--- src/rtl/ctrl_pkg.sv ---
// Shared encodings for the multicycle RV32 control unit:
// FSM states, opcodes, ALU selects and datapath mux selects.
package ctrl_pkg;

  typedef enum logic [3:0] {
    S_FETCH,
    S_DECODE,
    S_MEMADR,
    S_MEMREAD,
    S_MEMWB,
    S_MEMWRITE,
    S_EXECR,
    S_EXECI,
    S_ALUWB,
    S_BEQ,
    S_JAL
  } state_e;

  localparam logic [6:0] OP_LOAD  = 7'b0000011;
  localparam logic [6:0] OP_STORE = 7'b0100011;
  localparam logic [6:0] OP_RTYPE = 7'b0110011;
  localparam logic [6:0] OP_ITYPE = 7'b0010011;
  localparam logic [6:0] OP_BEQ   = 7'b1100011;
  localparam logic [6:0] OP_JAL   = 7'b1101111;

  localparam logic [2:0] ALU_ADD = 3'b000;
  localparam logic [2:0] ALU_SUB = 3'b001;
  localparam logic [2:0] ALU_OR  = 3'b010;
  localparam logic [2:0] ALU_AND = 3'b011;
  localparam logic [2:0] ALU_SLT = 3'b100;

  localparam logic       ADR_PC     = 1'b0;
  localparam logic       ADR_ALUOUT = 1'b1;

  localparam logic [1:0] SRCA_PC    = 2'b00;
  localparam logic [1:0] SRCA_OLDPC = 2'b01;
  localparam logic [1:0] SRCA_RS1   = 2'b10;

  localparam logic [1:0] SRCB_RS2  = 2'b00;
  localparam logic [1:0] SRCB_IMM  = 2'b01;
  localparam logic [1:0] SRCB_FOUR = 2'b10;

  localparam logic [1:0] RES_ALUOUT = 2'b00;
  localparam logic [1:0] RES_DATA   = 2'b01;
  localparam logic [1:0] RES_ALU    = 2'b10;

  localparam logic [1:0] IMM_I = 2'b00;
  localparam logic [1:0] IMM_S = 2'b01;
  localparam logic [1:0] IMM_B = 2'b10;
  localparam logic [1:0] IMM_J = 2'b11;

  function automatic logic legal_op(
    input logic [6:0] op
  );
    return (op == OP_LOAD)  || (op == OP_STORE) ||
           (op == OP_RTYPE) || (op == OP_ITYPE) ||
           (op == OP_BEQ)   || (op == OP_JAL);
  endfunction

endpackage

--- src/rtl/alu_decoder.sv ---
// funct3/funct7 to ALU select; subtract only for
// R-type, since I-type bit 30 belongs to the immediate.
module alu_decoder
  import ctrl_pkg::*;
(
  input  logic [2:0] funct3,
  input  logic       funct7_5,
  input  logic       is_rtype,
  output logic [2:0] alu_sel
);

  always_comb begin
    alu_sel = ALU_ADD;
    case (funct3)
      3'b000: begin
        if (is_rtype && funct7_5) alu_sel = ALU_SUB;
        else                      alu_sel = ALU_ADD;
      end
      3'b010:  alu_sel = ALU_SLT;
      3'b110:  alu_sel = ALU_OR;
      3'b111:  alu_sel = ALU_AND;
      default: alu_sel = ALU_ADD;
    endcase
  end

endmodule

--- src/rtl/multicycle_controller.sv ---
// Multicycle RV32 subset control FSM: Moore outputs per
// state, with the branch PC strobe qualified by zero.
module multicycle_controller
  import ctrl_pkg::*;
(
  input  logic       clk,
  input  logic       rst,
  input  logic [6:0] opcode,
  input  logic [2:0] funct3,
  input  logic       funct7_5,
  input  logic       zero,
  output logic       pc_write,
  output logic       ir_write,
  output logic       mem_write,
  output logic       reg_write,
  output logic       adr_src,
  output logic [1:0] alu_src_a,
  output logic [1:0] alu_src_b,
  output logic [1:0] result_src,
  output logic [1:0] imm_src,
  output logic [2:0] alu_sel,
  output logic       illegal_op
);

  state_e     state_q, state_d;
  logic       illegal_q, illegal_d;
  logic       pc_wr, ir_wr, mem_wr, reg_wr;
  logic [2:0] dec_sel;

  alu_decoder u_alu_dec (
    .funct3   (funct3),
    .funct7_5 (funct7_5),
    .is_rtype (opcode == OP_RTYPE),
    .alu_sel  (dec_sel)
  );

  always_ff @(posedge clk) begin
    if (rst) begin
      state_q   <= S_FETCH;
      illegal_q <= 1'b0;
    end else begin
      state_q   <= state_d;
      illegal_q <= illegal_d;
    end
  end

  always_comb begin
    state_d    = state_q;
    illegal_d  = illegal_q;
    pc_wr      = 1'b0;
    ir_wr      = 1'b0;
    mem_wr     = 1'b0;
    reg_wr     = 1'b0;
    adr_src    = ADR_PC;
    alu_src_a  = SRCA_PC;
    alu_src_b  = SRCB_RS2;
    result_src = RES_ALUOUT;
    imm_src    = IMM_I;
    alu_sel    = ALU_ADD;
    unique case (state_q)
      S_FETCH: begin
        adr_src    = ADR_PC;
        ir_wr      = 1'b1;
        alu_src_a  = SRCA_PC;
        alu_src_b  = SRCB_FOUR;
        alu_sel    = ALU_ADD;
        result_src = RES_ALU;
        pc_wr      = 1'b1;
        state_d    = S_DECODE;
      end
      S_DECODE: begin
        alu_src_a = SRCA_OLDPC;
        alu_src_b = SRCB_IMM;
        imm_src   = IMM_B;
        alu_sel   = ALU_ADD;
        case (opcode)
          OP_LOAD,
          OP_STORE: state_d = S_MEMADR;
          OP_RTYPE: state_d = S_EXECR;
          OP_ITYPE: state_d = S_EXECI;
          OP_BEQ:   state_d = S_BEQ;
          OP_JAL:   state_d = S_JAL;
          default:  state_d = S_FETCH;
        endcase
        if (!legal_op(opcode)) illegal_d = 1'b1;
      end
      S_MEMADR: begin
        alu_src_a = SRCA_RS1;
        alu_src_b = SRCB_IMM;
        alu_sel   = ALU_ADD;
        if (opcode == OP_STORE) begin
          imm_src = IMM_S;
          state_d = S_MEMWRITE;
        end else begin
          imm_src = IMM_I;
          state_d = S_MEMREAD;
        end
      end
      S_MEMREAD: begin
        result_src = RES_ALUOUT;
        adr_src    = ADR_ALUOUT;
        state_d    = S_MEMWB;
      end
      S_MEMWB: begin
        result_src = RES_DATA;
        reg_wr     = 1'b1;
        state_d    = S_FETCH;
      end
      S_MEMWRITE: begin
        result_src = RES_ALUOUT;
        adr_src    = ADR_ALUOUT;
        mem_wr     = 1'b1;
        state_d    = S_FETCH;
      end
      S_EXECR: begin
        alu_src_a = SRCA_RS1;
        alu_src_b = SRCB_RS2;
        alu_sel   = dec_sel;
        state_d   = S_ALUWB;
      end
      S_EXECI: begin
        alu_src_a = SRCA_RS1;
        alu_src_b = SRCB_IMM;
        imm_src   = IMM_I;
        alu_sel   = dec_sel;
        state_d   = S_ALUWB;
      end
      S_ALUWB: begin
        result_src = RES_ALUOUT;
        reg_wr     = 1'b1;
        state_d    = S_FETCH;
      end
      S_BEQ: begin
        alu_src_a  = SRCA_RS1;
        alu_src_b  = SRCB_RS2;
        alu_sel    = ALU_SUB;
        result_src = RES_ALUOUT;
        pc_wr      = zero;
        state_d    = S_FETCH;
      end
      S_JAL: begin
        alu_src_a  = SRCA_OLDPC;
        alu_src_b  = SRCB_FOUR;
        alu_sel    = ALU_ADD;
        result_src = RES_ALUOUT;
        imm_src    = IMM_J;
        pc_wr      = 1'b1;
        state_d    = S_ALUWB;
      end
      default: state_d = S_FETCH;
    endcase
  end

  // Reset kills every write strobe in the same cycle.
  assign pc_write   = pc_wr  & ~rst;
  assign ir_write   = ir_wr  & ~rst;
  assign mem_write  = mem_wr & ~rst;
  assign reg_write  = reg_wr & ~rst;
  assign illegal_op = illegal_d;

endmodule

--- config.mk ---
export PLATFORM = sky130hd
export DESIGN_NAME = multicycle_controller
export DESIGN_NICKNAME = d
export VERILOG_FILES = /design/src/rtl/ctrl_pkg.sv /design/src/rtl/alu_decoder.sv /design/src/rtl/multicycle_controller.sv
export SDC_FILE = /design/constraint.sdc
export NUM_CORES = 1
export LEC_CHECK = 0
export ABC_CLOCK_PERIOD_IN_PS = 2920
export CORE_UTILIZATION = 42
export CTS_BUF_LIST = sky130_fd_sc_hd__clkbuf_4
export CTS_CLUSTER_DIAMETER = 40
export DETAILED_ROUTE_END_ITERATION = 12
export PLACE_DENSITY = 0.92
export SLEW_MARGIN = 20
export SYNTH_ARGS = -nofsm -noshare
export SYNTH_HDL_FRONTEND = slang
export SYNTH_SLANG_ARGS = --single-unit
--- constraint.sdc ---
create_clock -name clk -period 2.92 [get_ports clk]
set_clock_uncertainty 0.1 [all_clocks]
set_input_delay 0.584 -clock clk [delete_from_list [all_inputs] [get_ports clk]]
set_output_delay 0.584 -clock clk [all_outputs]
set_load 0.01 [all_outputs]
==> impl_metrics.yaml, run 1 <==
outcome:
  status: "finished, final reports clean"
sta:
  fmax_mhz: 356
  finalCritPeriodShare_pct: 96.2
  period_needed_ps: 2810
  setup_violations: 0
  worstMarginPinSlew_ps: 396
  slew_headroom_pct: 72.9
  fin_tns_setup_ps: 0
  hold_violations: 0
  setup_slack_ps: 111
  finalMaxSlewViolations: 0
  rsz0062_at_grt: "false"
  hold_ws_ps: 454
routing:
  drcViolationCount: 0
  drtAntennaViolNets: 0
  drt-total-wl_mm: 2.11
  drt_pass1_iterations: 4
  via_count: 793
  post_drt_wl_per_cell_um: 15.4
  routed_via_density: 5.79
  first_iter_violations: 41
floorplan:
  num_io_pins: 31
  dieHeight_um: 38.1
  dieArea_mm2: 0.00145
  die_w_um: 38.1
  coreArea_mm2: 0.00116
  initial_utilization_pct: 47.4
  num_rows: 12
min_path:
  worstHoldStart: "illegal_q"
  hold_path_end: "illegal_q"
  hp-class: "reg -> reg"
  hold_depth: 2
yosys:
  syn_nets: 94
  synthCells: 80
  yosysUniqueCellTypes: 36
  ys_ff_latch: 5
  yosys.area.top_type_share_pct: 18.3
  ys_seq_area_share_pct: 18.3
  yosys.area.top_type: "dfxtp_1"
  synthTopCellsByArea: "dfxtp_1 (18%), a21oi_1 (8.2%), nor3_1 (5.5%)"
  synth_area_per_cell_um2: 6.85
  synth_warnings: 0
  netlist_area_um2: 548
clock_tree:
  root_buffer: "clkbuf_4"
  numCtsBuffers: 3
  cts.path.max_buffers: 2
  cts_setup_buffers: 0
  ctsHtreeMaxLevel: 1
  clkSinkCount: 5
  path_clk_slew_ps: 60
  cts_tree: "done"
  clk_latency_ps: 250
setup_path:
  crit_fanout: 2
  r2r_start: "state_q[1]"
  critPathLaunchType: "input port"
  rrSetupSlack_ps: 1380
  ff2ff_path_depth: 5
  r2r-end: "illegal_q"
  critPathArrivalTime_ps: 2120
  cp-end-kind: "output pin"
  required_ps: 2240
  crit_type: "in -> out"
global_route:
  grt_overflow: 0
  grt_first_pass_wirelength_mm: 3.24
  grt_pass1_vias: 752
  antenna_found_initial: 0
  grtUsageTotal_pct: 32.0
  grt_max_degree: 18
power_and_ir_drop:
  cellLeakagePower_nw: 0.438
  peakVddDrop_v: 0.000235
  power_mw: 0.264
  p_per_area_mw_per_mm2: 263
placed_design:
  gp_congestion: 0.904
  placedInstanceArea_um2: 953
  placedCellCount: 133
  dp_slack_ps: -242
  post-dp-hpwl_mm: 1.46
  portBuffers: 30
layout:
  fill_cells: 62
  finish.utilization_pct: 86.8
  antennaDiodeCount: 0
  syn2layout_area_growth_pct: 83.1
  stdcell_count: 137
  drive_gt1_share_pct: 22.8
  stdcell_area_mm2: 0.00100
  nets: 138
job:
  maxCapViolCount: 0
-- cell usage after synthesis (all sizes together) --
cell type  number
and4bb          1
nand4b          1
o21ai           2
or4             1
nor3            6
nor2b           3
and3b           1
nand2           5
xnor2           2
nand4bb         1
a2111oi         1
xor2            2
nand2b          3
nand4           1
a22o            1
and3            2
and4            1
nor4            1
nor4b           1
clkbuf          4
a21oi           9
nor2            6
a31o            1
a22oi           1
nor3b           3
or3             2
dfxtp           5
buf             3
a311oi          1
inv             2
or2             1
a211oi          1
nand3           4
a31oi           1
-- routing by layer --
layer  vias up  track usage, %  share of wire, %
met5         -               0                 0
met4         0            11.6               1.3
met3         6            4.07               6.5
met2        48            56.4                50
met1       355            39.0                42
li1        384               -                 -
-- what timing repair did --
item                       in CTS  in global routing
setup endpoints to repair       2                  5
resized for setup               2                  9
hold buffers                    0                  0
-- critical path: stages --
cell             delay (ps)
clkdlybuf4s50_1         420
and4bb_2                330
nand2b_1                 80
or4_1                   410
o21ai_1                 140
clkbuf_2                160
-- cells in the final DEF (no fill, tap or decap), types with 2 or more instances in the layout --
cell             count
clkdlybuf4s50_1     25
buf_4               16
a21oi_1              9
nor2_1               6
nor3_1               6
nand2_1              5
nand3_1              4
clkbuf_4             4
dfxtp_1              4
dlymetal6s2s_1       4
nor2b_1              3
nand2b_1             3
nor3b_1              2
inv_1                2
xor2_1               2
and3_1               2
or3_1                2
-- area by class of cell --
cell class | count | area, um^2 | area share (%)
Clock buffer | 4 | 30.0 | 2.99
Inverter | 2 | 7.51 | 0.748
Multi-Input combinational cell | 66 | 422 | 42.0
Sequential cell | 5 | 101 | 10.1
Tap cell | 14 | 17.5 | 1.75
Timing Repair Buffer | 46 | 425 | 42.4
-- cell families (layout without fill, tap and decap cells) --
logic type	Yosys count	after routing	share of synthesized area [%]
simple gates	44	44	47.7
compound gates	18	18	20.3
flops	5	5	18.3
xor+xnor	4	4	6.39
buf+inv	9	52	7.31
-- how the worst max path moves through the flow --
stage               startpoint          to
finish               opcode[3]  alu_sel[0]
global route         opcode[2]  alu_sel[0]
CTS                  opcode[3]  imm_src[0]
detailed placement   opcode[3]  alu_sel[0]
global placement     opcode[2]  alu_sel[0]
floorplan            opcode[2]  alu_sel[0]
-- sequential cells by signal, indices dropped and copies added, names as in the netlist --
signal	count
illegal_q	1
state_q	4
-- report_power, final --
part	internal [mW]	switching [mW]
Sequential	0.0711	0.00503
Clock	0.0614	0.0353
Combinational	0.0550	0.0360
(Power assumes the default switching activity.)
==> run 2: changes to the inputs <==
--- a/config.mk
+++ b/config.mk
@@ -6,11 +6,11 @@
 export NUM_CORES = 1
 export LEC_CHECK = 0
 export ABC_CLOCK_PERIOD_IN_PS = 2920
-export CORE_UTILIZATION = 42
+export CORE_UTILIZATION = 40
 export CTS_BUF_LIST = sky130_fd_sc_hd__clkbuf_4
 export CTS_CLUSTER_DIAMETER = 40
 export DETAILED_ROUTE_END_ITERATION = 12
-export PLACE_DENSITY = 0.92
+export PLACE_DENSITY = 0.88
 export SLEW_MARGIN = 20
 export SYNTH_ARGS = -nofsm -noshare
 export SYNTH_HDL_FRONTEND = slang
==> impl_metrics.yaml, run 2 (synthesized netlist as in run 1, its figures left out) <==
outcome:
  status: "finished, final reports clean"
layout:
  top_regs: "state_q (4), illegal_q (1)"
  nets: 139
  largest_reg_flops: 4
  drive_gt1_share_pct: 20.2
  mostFrequentLayoutCell: "clkdlybuf4s50_1"
  syn2layout_area_growth_pct: 81.5
  finish.utilization_pct: 83.9
  final_cell_mix: "clkdlybuf4s50_1 (25), buf_4 (17), a21oi_1 (9)"
  stdcell_count: 138
  antennaDiodeCount: 0
  top_register: "state_q"
sta:
  finalMaxSlewViolations: 0
  period_needed_ps: 2870
  setup_violations: 0
  rsz0062_at_grt: "false"
  hold_violations: 0
  worstMarginPinSlew_ps: 329
  fmax_mhz: 349
  setup_slack_ps: 50.8
  finalCritPeriodShare_pct: 98.3
  slew_headroom_pct: 77.5
power_and_ir_drop:
  p_per_area_mw_per_mm2: 264
  peakVddDrop_v: 0.000212
  power_mw: 0.263
  cellLeakagePower_nw: 0.414
setup_path:
  crit_type: "in -> out"
  cp-end-kind: "output pin"
  crit_chain: "clkdlybuf4s50_1 -> and4bb_2 -> nand2b_1 -> or4_1 -> o21ai_1 -> clkdlybuf4s15_2"
  crit_path_max_incr_delay_ps: 430
  critPathArrivalTime_ps: 2190
  crit_fanout: 2
  ff2ff_path_depth: 5
  required_ps: 2240
  critPathLaunchType: "input port"
  cp_slowest_cell: "clkdlybuf4s50_1"
routing:
  routed_via_density: 5.73
  first_iter_violations: 40
  drtAntennaViolNets: 0
  drt_pass1_iterations: 4
  via_count: 791
  drcViolationCount: 0
  post_drt_wl_per_cell_um: 13.4
  drt-total-wl_mm: 1.85
placed_design:
  post-dp-hpwl_mm: 1.36
  dp_slack_ps: -292
  placedCellCount: 134
  portBuffers: 30
  gp_congestion: 0.821
global_route:
  grt_overflow: 0
  antenna_found_initial: 0
  grt_pass1_vias: 718
  grtUsageTotal_pct: 29.7
  grt_max_degree: 17
  grt_first_pass_wirelength_mm: 3.04
clock_tree:
  root_buffer: "clkbuf_4"
  path_clk_slew_ps: 40
  cts_tree: "done"
  clkSinkCount: 5
  cts.path.max_buffers: 2
  numCtsBuffers: 3
  ctsHtreeMaxLevel: 1
  hold_buffers: 0
  clk_latency_ps: 270
job:
  maxCapViolCount: 0
floorplan:
  dieHeight_um: 39.0
  die_w_um: 39.0
  num_io_pins: 31
  dieArea_mm2: 0.00152
  coreArea_mm2: 0.00119
  num_rows: 12
  initial_utilization_pct: 46.2
min_path:
  hp-class: "reg -> reg"
  hold_depth: 2
run 2: power breakdown:
part	leakage (nW)	switching, mW	internal, mW	total [mW]
clock	0.0184	0.0375	0.0615	0.0990
combinational	0.355	0.0351	0.0541	0.0893
sequential	0.0409	0.00359	0.0709	0.0745
total	0.414	0.0762	0.187	0.263
run 2: worst paths after layout:
kind,startpoint,end,slack (ps)
setup reg to reg,state_q[1],illegal_q,1420
hold / removal,illegal_q,illegal_q,460
setup / recovery,opcode[3],alu_sel[0],50
hold reg to reg,illegal_q,illegal_q,460
run 2: per-layer routing:
metal	global-route usage, %	vias to the layer above	share of wire, %
met4	12.9	0	1.2
li1	-	386	-
met2	51.2	36	51
met1	31.4	364	41
met3	11.6	5	6.4
met5	0	-	0
run 2: per-stage QoR:
stage	TNS [ps]	instance area, um^2	hold slack [ps]
after floorplan	0	548	454
after global placement	-266	961	431
after detailed placement	-399	961	448
after CTS	0	990	462
after global routing	0	995	492
final	0	995	455
run 2: timing repair:
item / in CTS / in global routing
setup buffers: 0 / 0
endpoints found under the setup margin: 3 / 2
gates resized for setup: 5 / 2
pin swaps: 0 / 1
endpoints found under the hold margin: 0 / 0
run 2: cell type report:
class | count | area, um^2
clock buffers | 4 | 30.0
fillers | 84 | 191
inverters | 2 | 7.51
multi-input cells | 66 | 408
flip-flops and latches | 5 | 100
well taps | 14 | 17.5
repair buffers | 47 | 432
run 2: worst max-delay path, delay by kind of cell:
family                 cells  cell delay [ps]
and+or+nand+nor            3              830
buffers and inverters      2              660
AOI/OAI and AO/OA          1              120
==> run 3: changes to the inputs <==
--- a/config.mk
+++ b/config.mk
@@ -10,8 +10,10 @@
 export CTS_BUF_LIST = sky130_fd_sc_hd__clkbuf_4
 export CTS_CLUSTER_DIAMETER = 40
 export DETAILED_ROUTE_END_ITERATION = 12
-export PLACE_DENSITY = 0.88
+export GPL_ROUTABILITY_DRIVEN = 0
+export PLACE_DENSITY = 0.8
 export SLEW_MARGIN = 20
 export SYNTH_ARGS = -nofsm -noshare
 export SYNTH_HDL_FRONTEND = slang
 export SYNTH_SLANG_ARGS = --single-unit
+export TNS_END_PERCENT = 20
==> impl_metrics.yaml, run 3 (synthesized netlist as in run 1, its figures left out) <==
outcome:
  status: "finished, final reports clean"
clock_tree:
  clk_latency_ps: 240
  cts_setup_buffers: 0
  numCtsBuffers: 3
  ctsHtreeMaxLevel: 1
  cts_tree: "done"
  path_clk_slew_ps: 40
  cts.path.max_buffers: 2
  clkSinkCount: 5
  root_buffer: "clkbuf_4"
sta:
  finalMaxSlewViolations: 0
  rsz0062_at_grt: "false"
  finalCritPeriodShare_pct: 95.8
  slew_headroom_pct: 73.9
  fmax_mhz: 357
  hold_violations: 0
  fin_tns_setup_ps: 0
  worstMarginPinSlew_ps: 382
  period_needed_ps: 2800
  setup_violations: 0
setup_path:
  critPathArrivalTime_ps: 2110
  crit_path_max_incr_delay_ps: 530
  worst-path-stages: 6
  required_ps: 2240
  crit_chain: "clkdlybuf4s50_1 -> and4bb_2 -> nand2b_1 -> or4_1 -> o21ai_1 -> clkbuf_2"
  r2r_start: "state_q[1]"
  critPathLaunchType: "input port"
  r2r-end: "illegal_q"
  crit_type: "in -> out"
  rrSetupSlack_ps: 1400
  critPathBufInv: 2
  ff2ff_path_depth: 5
  crit_fanout: 4
  cpLargestDelayFamily: "simple AND/OR/NAND/NOR gates"
  cp-end-kind: "output pin"
  cp_slowest_cell: "clkdlybuf4s50_1"
global_route:
  grt_pass1_vias: 701
  antenna_found_initial: 0
  grtUsageTotal_pct: 26.9
  grt_first_pass_wirelength_mm: 2.84
  grt_overflow: 0
  grt_max_degree: 17
power_and_ir_drop:
  p_per_area_mw_per_mm2: 256
  seqPwrFrac_pct: 29.3
  sw_frac_of_total_pct: 25.9
  p_sw_mw: 0.0651
  combPwrFrac_pct: 35.3
  clkPwrFrac_pct: 35.4
  cellLeakagePower_nw: 0.393
  intPower_mw: 0.187
  power_mw: 0.252
  peakVddDrop_v: 0.000378
layout:
  largest_reg_flops: 4
  final_cell_mix: "clkdlybuf4s50_1 (27), buf_4 (17), a21oi_1 (9)"
  drive_gt1_share_pct: 20.2
  top_regs: "state_q (4), illegal_q (1)"
  syn2layout_area_growth_pct: 79.5
  fill_cells: 84
  mostFrequentLayoutCell: "clkdlybuf4s50_1"
  top_register: "state_q"
  antennaDiodeCount: 0
  multi_input_area_um2: 408
  nets: 139
  seqCellArea_um2: 100
floorplan:
  die_w_um: 39.0
  coreArea_mm2: 0.00119
  num_io_pins: 31
  initial_utilization_pct: 46.2
  dieArea_mm2: 0.00152
  dieHeight_um: 39.0
  num_rows: 12
placed_design:
  portBuffers: 30
  post-dp-hpwl_mm: 1.31
min_path:
  hold_path_end: "illegal_q"
  hold_depth: 2
  worstHoldStart: "illegal_q"
  hp-class: "reg -> reg"
routing:
  first_iter_violations: 27
  drt_pass1_iterations: 4
  drtAntennaViolNets: 0
  post_drt_wl_per_cell_um: 12.4
  routed_via_density: 5.59
  drcViolationCount: 0
  via_count: 772
  drt-total-wl_mm: 1.72
job:
  maxCapViolCount: 0
run 3: cell count changes in the layout (fill, tap and decap cells not counted), sizes merged:
cell / change
clkdlybuf4s15: -1
clkdlybuf4s50: +2
clkbuf: +1
dlymetal6s2s: -2
run 3: what timing repair did:
action | 4_1_cts | 5_1_grt
setup endpoints to repair | 3 | 1
gates resized for setup | 3 | 2
hold buffers | 0 | 0
run 3: worst reg2reg max path: cells and delay by family (launching register included):
kind / cells / cell delay (ps)
buf+inv: 1 / 230
simple gates: 3 / 420
flops: 1 / 430
compound gates: 1 / 240
run 3: per-layer routing:
layer	track usage, %	share of wire, %
met1	27.9	42
met2	53.3	53
met3	5.20	5.4
met4	6.90	0
met5	0	0
run 3: per-stage QoR:
stage	hold slack [ps]	setup WS, ps	area (um^2)	utilization (%)	instances
6_report	451	122	983	82.9	138
5_1_grt	476	70.6	983	82.9	138
4_1_cts	454	11.3	987	83.2	138
3_5_place_dp	438	-264	961	81.0	134
3_3_place_gp	430	-221	961	81.0	134
2_1_floorplan	454	681	548	-	80
run 3: layout make-up:
class                           count  share of cell area (%)
Clock buffer                        4                    3.05
Inverter                            2                   0.763
Multi-Input combinational cell     66                    41.5
Sequential cell                     5                    10.2
Tap cell                           14                    1.78
Timing Repair Buffer               47                    42.7
run 3: worst max path at each step:
stage,start,end
2_1_floorplan,opcode[2],alu_sel[0]
3_3_place_gp,opcode[1],alu_sel[0]
3_5_place_dp,opcode[1],alu_sel[0]
4_1_cts,opcode[1],alu_sel[0]
5_1_grt,opcode[1],alu_sel[0]
6_report,opcode[1],alu_sel[0]
run 3: power by group through the flow:
| stage | clock network [mW] | registers, mW | logic [mW] |
|---|---|---|---|
| finish | 0.0892 | 0.0737 | 0.0888 |
| global route | 0.0993 | 0.0741 | 0.0964 |
| CTS | 0.0918 | 0.0737 | 0.0890 |
| floorplan | 0 | 0.0727 | 0.0352 |
| global placement | 0 | 0.0747 | 0.0878 |
| detailed placement | 0 | 0.0749 | 0.0898 |
